File: src/rtl/fpu_thread_arbiter.sv
// rtl/fpu_thread_arbiter.sv - two-thread FPU issue arbiter with writeback tag tracking
module fpu_thread_arbiter #(
  parameter int LAT     = 4,
  parameter int DIV_CYC = 16
) (
  input  logic       clk,
  input  logic       rst,
  input  logic       req0,
  input  logic       req1,
  input  logic [2:0] fc0,
  input  logic [2:0] fc1,
  input  logic [4:0] fd0,
  input  logic [4:0] fd1,
  input  logic       wf0,
  input  logic       wf1,
  input  logic       stall,
  output logic       s,
  output logic       grant0,
  output logic       grant1,
  output logic       div_busy,
  output logic       wb_we,
  output logic       wb_tid,
  output logic [4:0] wb_fd
);

  localparam logic [5:0] CNT_BLOCK = 6'(LAT + 1);
  localparam logic [5:0] CNT_LOAD  = 6'(DIV_CYC);

  logic       lg, s_q;
  logic [5:0] cnt;
  logic       div_tid, div_wf;
  logic [4:0] div_fd;
  logic [LAT:1] st_v, st_tid, st_wf;
  logic [4:0]   st_fd [1:LAT];

  logic is_div0, is_div1, elig0, elig1, any, gsel, g_div;
  logic pipe_wb, div_wb, wb_wf;

  assign is_div0 = (fc0 == 3'b011) || (fc0 == 3'b100);
  assign is_div1 = (fc1 == 3'b011) || (fc1 == 3'b100);

  // A pipelined op issued while cnt == LAT+1 would land on the div writeback cycle
  assign elig0 = req0 & ~stall & ~rst & (is_div0 ? (cnt <= 6'd1) : (cnt != CNT_BLOCK));
  assign elig1 = req1 & ~stall & ~rst & (is_div1 ? (cnt <= 6'd1) : (cnt != CNT_BLOCK));

  assign any    = elig0 | elig1;
  assign gsel   = (elig0 & elig1) ? ~lg : elig1;
  assign grant0 = any & ~gsel;
  assign grant1 = any & gsel;
  assign s      = any ? gsel : s_q;
  assign g_div  = gsel ? is_div1 : is_div0;

  assign pipe_wb  = st_v[LAT];
  assign div_wb   = (cnt == 6'd1);
  assign div_busy = (cnt > 6'd1);

  always_comb begin
    wb_tid = 1'b0;
    wb_fd  = 5'd0;
    wb_wf  = 1'b0;
    if (pipe_wb) begin
      wb_tid = st_tid[LAT];
      wb_fd  = st_fd[LAT];
      wb_wf  = st_wf[LAT];
    end else if (div_wb) begin
      wb_tid = div_tid;
      wb_fd  = div_fd;
      wb_wf  = div_wf;
    end
  end

  assign wb_we = (pipe_wb | div_wb) & wb_wf & ~stall;

  always_ff @(posedge clk or posedge rst) begin
    if (rst) begin
      lg      <= 1'b1;
      s_q     <= 1'b0;
      cnt     <= 6'd0;
      div_tid <= 1'b0;
      div_fd  <= 5'd0;
      div_wf  <= 1'b0;
      st_v    <= '0;
      st_tid  <= '0;
      st_wf   <= '0;
      for (int i = 1; i <= LAT; i++) st_fd[i] <= 5'd0;
    end else if (!stall) begin
      if (any) begin
        lg  <= gsel;
        s_q <= gsel;
      end
      for (int i = LAT; i > 1; i--) begin
        st_v[i]   <= st_v[i-1];
        st_tid[i] <= st_tid[i-1];
        st_fd[i]  <= st_fd[i-1];
        st_wf[i]  <= st_wf[i-1];
      end
      st_v[1]   <= any & ~g_div;
      st_tid[1] <= gsel;
      st_fd[1]  <= gsel ? fd1 : fd0;
      st_wf[1]  <= gsel ? wf1 : wf0;
      if (any && g_div) begin
        cnt     <= CNT_LOAD;
        div_tid <= gsel;
        div_fd  <= gsel ? fd1 : fd0;
        div_wf  <= gsel ? wf1 : wf0;
      end else if (cnt != 6'd0) begin
        cnt <= cnt - 6'd1;
      end
    end
  end

  always_ff @(posedge clk) begin
    if (!rst) assert (!(pipe_wb && div_wb));
  end

endmodule

File: config.mk
export PLATFORM = sky130hd
export DESIGN_NAME = fpu_thread_arbiter
export DESIGN_NICKNAME = d
export VERILOG_FILES = /design/src/rtl/fpu_thread_arbiter.sv
export SDC_FILE = /design/constraint.sdc
export NUM_CORES = 1
export LEC_CHECK = 0
export CAP_MARGIN = 5
export CORE_AREA = 4 4 78 116
export DETAILED_ROUTE_END_ITERATION = 6
export DIE_AREA = 0 0 82 120
export SYNTH_ARGS = -nofsm -noshare
export SYNTH_HDL_FRONTEND = slang
export SYNTH_SLANG_ARGS = --single-unit
File: constraint.sdc
create_clock -name clk -period 8.7 [get_ports clk]
set_clock_uncertainty 0.05 [all_clocks]
set_input_delay 2.61 -clock clk [delete_from_list [all_inputs] [get_ports clk]]
set_output_delay 2.61 -clock clk [all_outputs]
set_load 0.05 [all_outputs]
# Word level (Yosys, flattened, before mapping)
# Index checks and enable logic that the tools add are counted.
classes:
  n_addsub: 1
  magnitude_cmp: 2
  n_eq_ne: 6
  n_mux: 15
  bitwise_logic: 19
  n_reduce_logical: 8
op_table:
  columns: ["operator", "n"]
  rows:
  - ["$mux W5", 3]
  - ["$and A1 B1 Y1", 12]
  - ["$mux W6", 2]
  - ["$mux W1", 10]
  - ["$eq A3 B2 Y1 const B", 2]
  - ["$eq A3 B3 Y1 const B", 2]
  - ["$eq A6 B1 Y1 const B", 1]
  - ["$gt A6 B1 Y1 const B", 1]
  - ["$le A6 B1 Y1 const B", 1]
  - ["$ne A6 B3 Y1 const B", 1]
  - ["$reduce_and A2 Y1", 3]
  - ["$reduce_bool A6 Y1", 1]
  - ["$sub A6 B1 Y6 const B", 1]
  - ["$not A1 Y1", 5]
  - ["$logic_or A1 B1 Y1", 2]
  - ["$or A1 B1 Y1", 2]
  - ["$reduce_bool A2 Y1", 1]
  - ["$logic_and A1 B1 Y1", 1]
totals:
  register_bits: 47
  in_bits: 23
  output_inout_bits: 11
  wordCells: 64

# Longest topological paths before layout
# Gate-level depths: netlist of run 1.
depth:
  depth_word: 10
  depth_mapped: 9
  ltp_nobuf: 8

# Worst setup path after synthesis of run 1
# OpenSTA, ideal clock, no wires.
synth_timing:
  kind: "input-to-output"
  startpoint: "input fc0[1]"
  endpoint: "output grant0"
  t_arrival_ps: 4626
  slack_ps: 1414
  cell_stages: 6
  n_path_buf: 1
  path_cell_list: "or3b_1 -> and4_1 -> o2111ai_2 -> nand2_2 -> buf_6 -> a21oi_1"
synth_via:
  elab_chain_len: 8
synth_lines:
  columns: ["item", "line", "source"]
  rows:
  - ["start: declaration", "10", "input logic [2:0] fc0,"]
  - ["$eq A3 B2 Y1 or $eq A3 B3 Y1 (tied branches)", "39", "assign is_div0 = (fc0 == 3'b011) || (fc0 == 3'b100);"]
  - ["$logic_or A1 B1 Y1 (*)", "39", null]
  - ["$mux W1 (*)", "43", "assign elig0 = req0 & ~stall & ~rst & (is_div0 ? (cnt <= 6'd1) : (cnt != CNT_BLOCK));"]
  - ["$and A1 B1 Y1 (*)", "43", null]
  - ["$and A1 B1 Y1", "47", "assign gsel = (elig0 & elig1) ? ~lg : elig1;"]
  - ["$mux W1", "47", null]
  - ["$not A1 Y1", "48", "assign grant0 = any & ~gsel;"]
  - ["$and A1 B1 Y1 (*)", "48", null]
  - ["end: declaration", "18", "output logic grant0,"]
# Mark *: on every way between the ends. The rest lies on a longest branch, timed or not.

# Worst setup path after layout of run 1
layout_timing:
  startpoint: "input fc0[2]"
  endpoint: "output grant0"
# The elaborated chain is that of the path after synthesis.

==> flow_summary_export.csv, run 1 <==
group,metric,value,unit
timing,setup_viol,0,
clock_tree,cts_root_buf,"clkbuf_16",
synth,synth.mux.area_fraction,11.42,%
floorplan,core_area,8008,um2
clock_tree,cts.path.max_buffers,2,
pwr,power_frac_seq,41.7,%
pwr,ir_drop,0.0001145,V
synth,synth_top_family_by_area,"compound AO/OA/AOI/OAI gates",
timing,worst_pin_slew,613.1,ps
synth,synthFlopType,"dfrtp_1",
clock_tree,clk-insertion-delay-late,280,ps
routing,wl_per_cell,15.28,um
clock_tree,numCtsBuffers,5,
worst_setup_path,crit_arrival,4890,ps
synth,synth-seq-cells,47,
clock_tree,path_clk_slew,60,ps
placed_design,hpwl,3.880,mm
worst_setup_path,cp.required,6040,ps
worst_setup_path,crit_path_max_incr_delay,490,ps
global_route,grt_pass1_vias,1794,
final_layout,area_growth,26.16,%
global_route,grt_max_degree,48,
floorplan,ios,34,
synth,synth_top_area_cell,"dfrtp_1",
run_status,status,"finished, final reports clean",
synth,netlist_area,2367,um2
synth,syn_avg_cell_area,11.44,um2
job,drv_cap,0,
floorplan,start_util,29.56,%
timing,max_freq,0.1324,GHz
worst_setup_path,worst-path-buf-inv,2,
floorplan,die_h,120,um
routing,drc_errors,0,
timing,slew_headroom,58.85,%
timing,rsz0062_at_grt,"false",
final_layout,layout_common_cells,"dfrtp_1, clkdlybuf4s50_1, mux2_2, nand2_1, nor2_1",
synth,synthesis.instances,207,
pwr,intPower,0.5498,mW
worst_setup_path,slowest_stage,"clkdlybuf4s50_1",
pwr,p_total,0.7905,mW
floorplan,dieArea,9840,um2
worst_setup_path,cp_cell_sequence,"clkdlybuf4s50_1 -> or3b_1 -> and4_1 -> o2111ai_2 -> nand2_2 -> a21oi_1 -> buf_12",
final_layout,drive_gt1_share,21.58,%
worst_setup_path,start_kind,"primary input",
routing,first_iter_violations,112,
global_route,grt-ovfl-total,0,
placed_design,port_buffers,33,
worst_setup_path,end_kind,"output pin",
final_layout,num_antenna_cells,0,
synth,yosys.area_share.simple,13.69,%
final_layout,fin_nets,265,
placed_design,gp_congestion,0.7986,
synth,synth_top_cell_area_share,48.63,%
timing,hold_viol,0,
synth,async_reset_ff_share,100.0,%
floorplan,die_w,82,um
synth,synth_edf_count,0,
clock_tree,htree_levels,2,
hold_path,min_path_type,"reg -> reg",
worst_setup_path,cp_top_family,"simple AND/OR/NAND/NOR gates",
floorplan,rows,40,
synth,synth_cell_type_count,49,
final_layout,fillers,816,
clock_tree,cts_sinks,47,
clock_tree,ctsResizeCount,0,
synth,synth_nets,232,
worst_setup_path,worstSetupPathType,"in -> out",
pwr,clock_power_share,30.8,%
clock_tree,cts_setup_buffers,0,
timing,maxSlewViolCount,0,
routing,ant_nets,0,
routing,dr.pass1.iters,7,
worst_setup_path,crit_path_max_fanout,12,
final_layout,final_common_cell,"dfrtp_1",
global_route,grt_pass1_wl,8.797,mm
pwr,switchingPower,0.2407,mW
clock_tree,ctsHoldBuffers,0,
synth,synth_compound_area_share,18.02,%
routing,vias,1726,
synth,synth_area_leaders,"dfrtp_1, mux2_2, a22o_1, a21oi_1, o21ai_0",
pwr,powerDensity,264.7,nW/um2
timing,fin_crit_sh,86.83,%
synth,yosys.area_share.adder,1.057,%
synth,synth-xor-area-share,1.480,%
global_route,antenna_found_initial,0,
synth,ys_warn_count,0,
timing,min_period,7555,ps
routing,wl,5.288,mm
pwr,power.share.combinational,27.5,%
clock_tree,tritoncts,"yes",
final_layout,post-route-util,37.30,%
routing,viasPerCell,4.988,
worst_setup_path,ff2ff_setup_slack,6100,ps
pwr,swShare,30.45,%
timing,final.setup.tns,0,ps
synth,ys_seq_area_share,49.74,%
global_route,track_usage,11.55,%
pwr,leakagePower,1.264,nW
## worst paths after layout
kind	from	endpoint	cells past startpoint
max	fc0[2]	grant0	7
min	st_tid[1]$_DFFE_PP0N_	st_tid[1]$_DFFE_PP0N_	1
min in group asynchronous	rst	st_v[1]$_DFFE_PP0N_	3
max in group asynchronous	rst	div_wf$_DFFE_PP0P_	3
max reg2reg	cnt[1]$_DFFE_PP0P_	div_fd[4]$_DFFE_PP0P_	7
min reg2reg	st_tid[1]$_DFFE_PP0N_	st_tid[1]$_DFFE_PP0N_	1
## per-layer routing
metal	global-route usage (%)	share of wire (%)	vias to the layer above
met2	18.07	48	42
met5	0	0	-
met1	14.94	45	839
met4	4.886	1.6	0
met3	2.778	5.7	6
li1	-	-	839
## area by class of cell
cell class	count	area, um2	share of cell area (%)
Clock inverter	2	60.06	2.011
Clock buffer	6	128.9	4.315
Inverter	10	37.54	1.257
Tap cell	105	131.4	4.399
Multi-Input combinational cell	140	1081	36.20
Sequential cell	47	1177	39.42
Timing Repair Buffer	36	370.4	12.40
## power by group through the flow
| stage | Combinational (mW) | Clock [mW] | Sequential (mW) |
|---|---|---|---|
| after floorplan | 0.169 | 0 | 0.316 |
| after global placement | 0.216 | 0 | 0.332 |
| after detailed placement | 0.220 | 0 | 0.335 |
| after CTS | 0.221 | 0.245 | 0.331 |
| after global routing | 0.241 | 0.256 | 0.341 |
| final | 0.217 | 0.243 | 0.330 |
## worst reg2reg max path, delay by kind of cell (launching register included)
| kind | cells | cell delay (ps) |
|---|---|---|
| compound gates | 2 | 560 |
| fa+ha+maj | 1 | 160 |
| flops | 1 | 390 |
| simple gates | 3 | 1200 |
| buf+inv | 1 | 90 |
## registers in the layout, indices dropped and copies added (netlist names)
register / cells
st_tid: 4
div_tid: 1
div_fd: 5
st_wf: 4
lg: 1
cnt: 6
st_v: 4
s_q: 1
st_fd: 20
div_wf: 1
## kinds of logic (layout without fill, tap and decap cells)
family	Yosys count	count (layout)
compound gates	56	56
xor+xnor	4	4
fa+ha+maj	2	2
buf+inv	20	54
flops	47	47
mux	24	24
simple gates	54	54
## synth_stat cells, types with 2 or more instances
library cell	n
nor3b_1	6
ha_1	2
and3b_1	2
buf_6	4
o211ai_1	2
o2111a_1	2
nand2_1	12
o21ai_0	9
xnor2_1	2
o311ai_0	3
or3b_1	2
o311ai_1	4
a22o_1	7
nor3_1	2
mux2_2	24
a31oi_1	6
nor2_1	10
xor2_1	2
nand3_1	7
o2111ai_2	2
a21o_1	2
clkbuf_1	5
dfrtp_1	46
a21o_2	2
a21oi_1	9
inv_1	10
## per-stage QoR
stage	std cells	cell area, um2	setup slack, ps	hold slack (ps)
final	346	2987	1145	429.7
after global placement	338	2798	1202	407.7
after floorplan	207	2367	1414	399.7
after CTS	346	2987	1131	429.1
after global routing	346	2987	1012	453.3
after detailed placement	338	2798	1153	415.3
Note: power is estimated with default switching activity, not from simulation.
==> inputs of run 2 (changes only) <==
HOLD_SLACK_MARGIN = 0.12   (was default)
SLEW_MARGIN = 20   (was default)
==> results of run 2 <==
Final layout, timing and power as in run 1 (identical DEF).
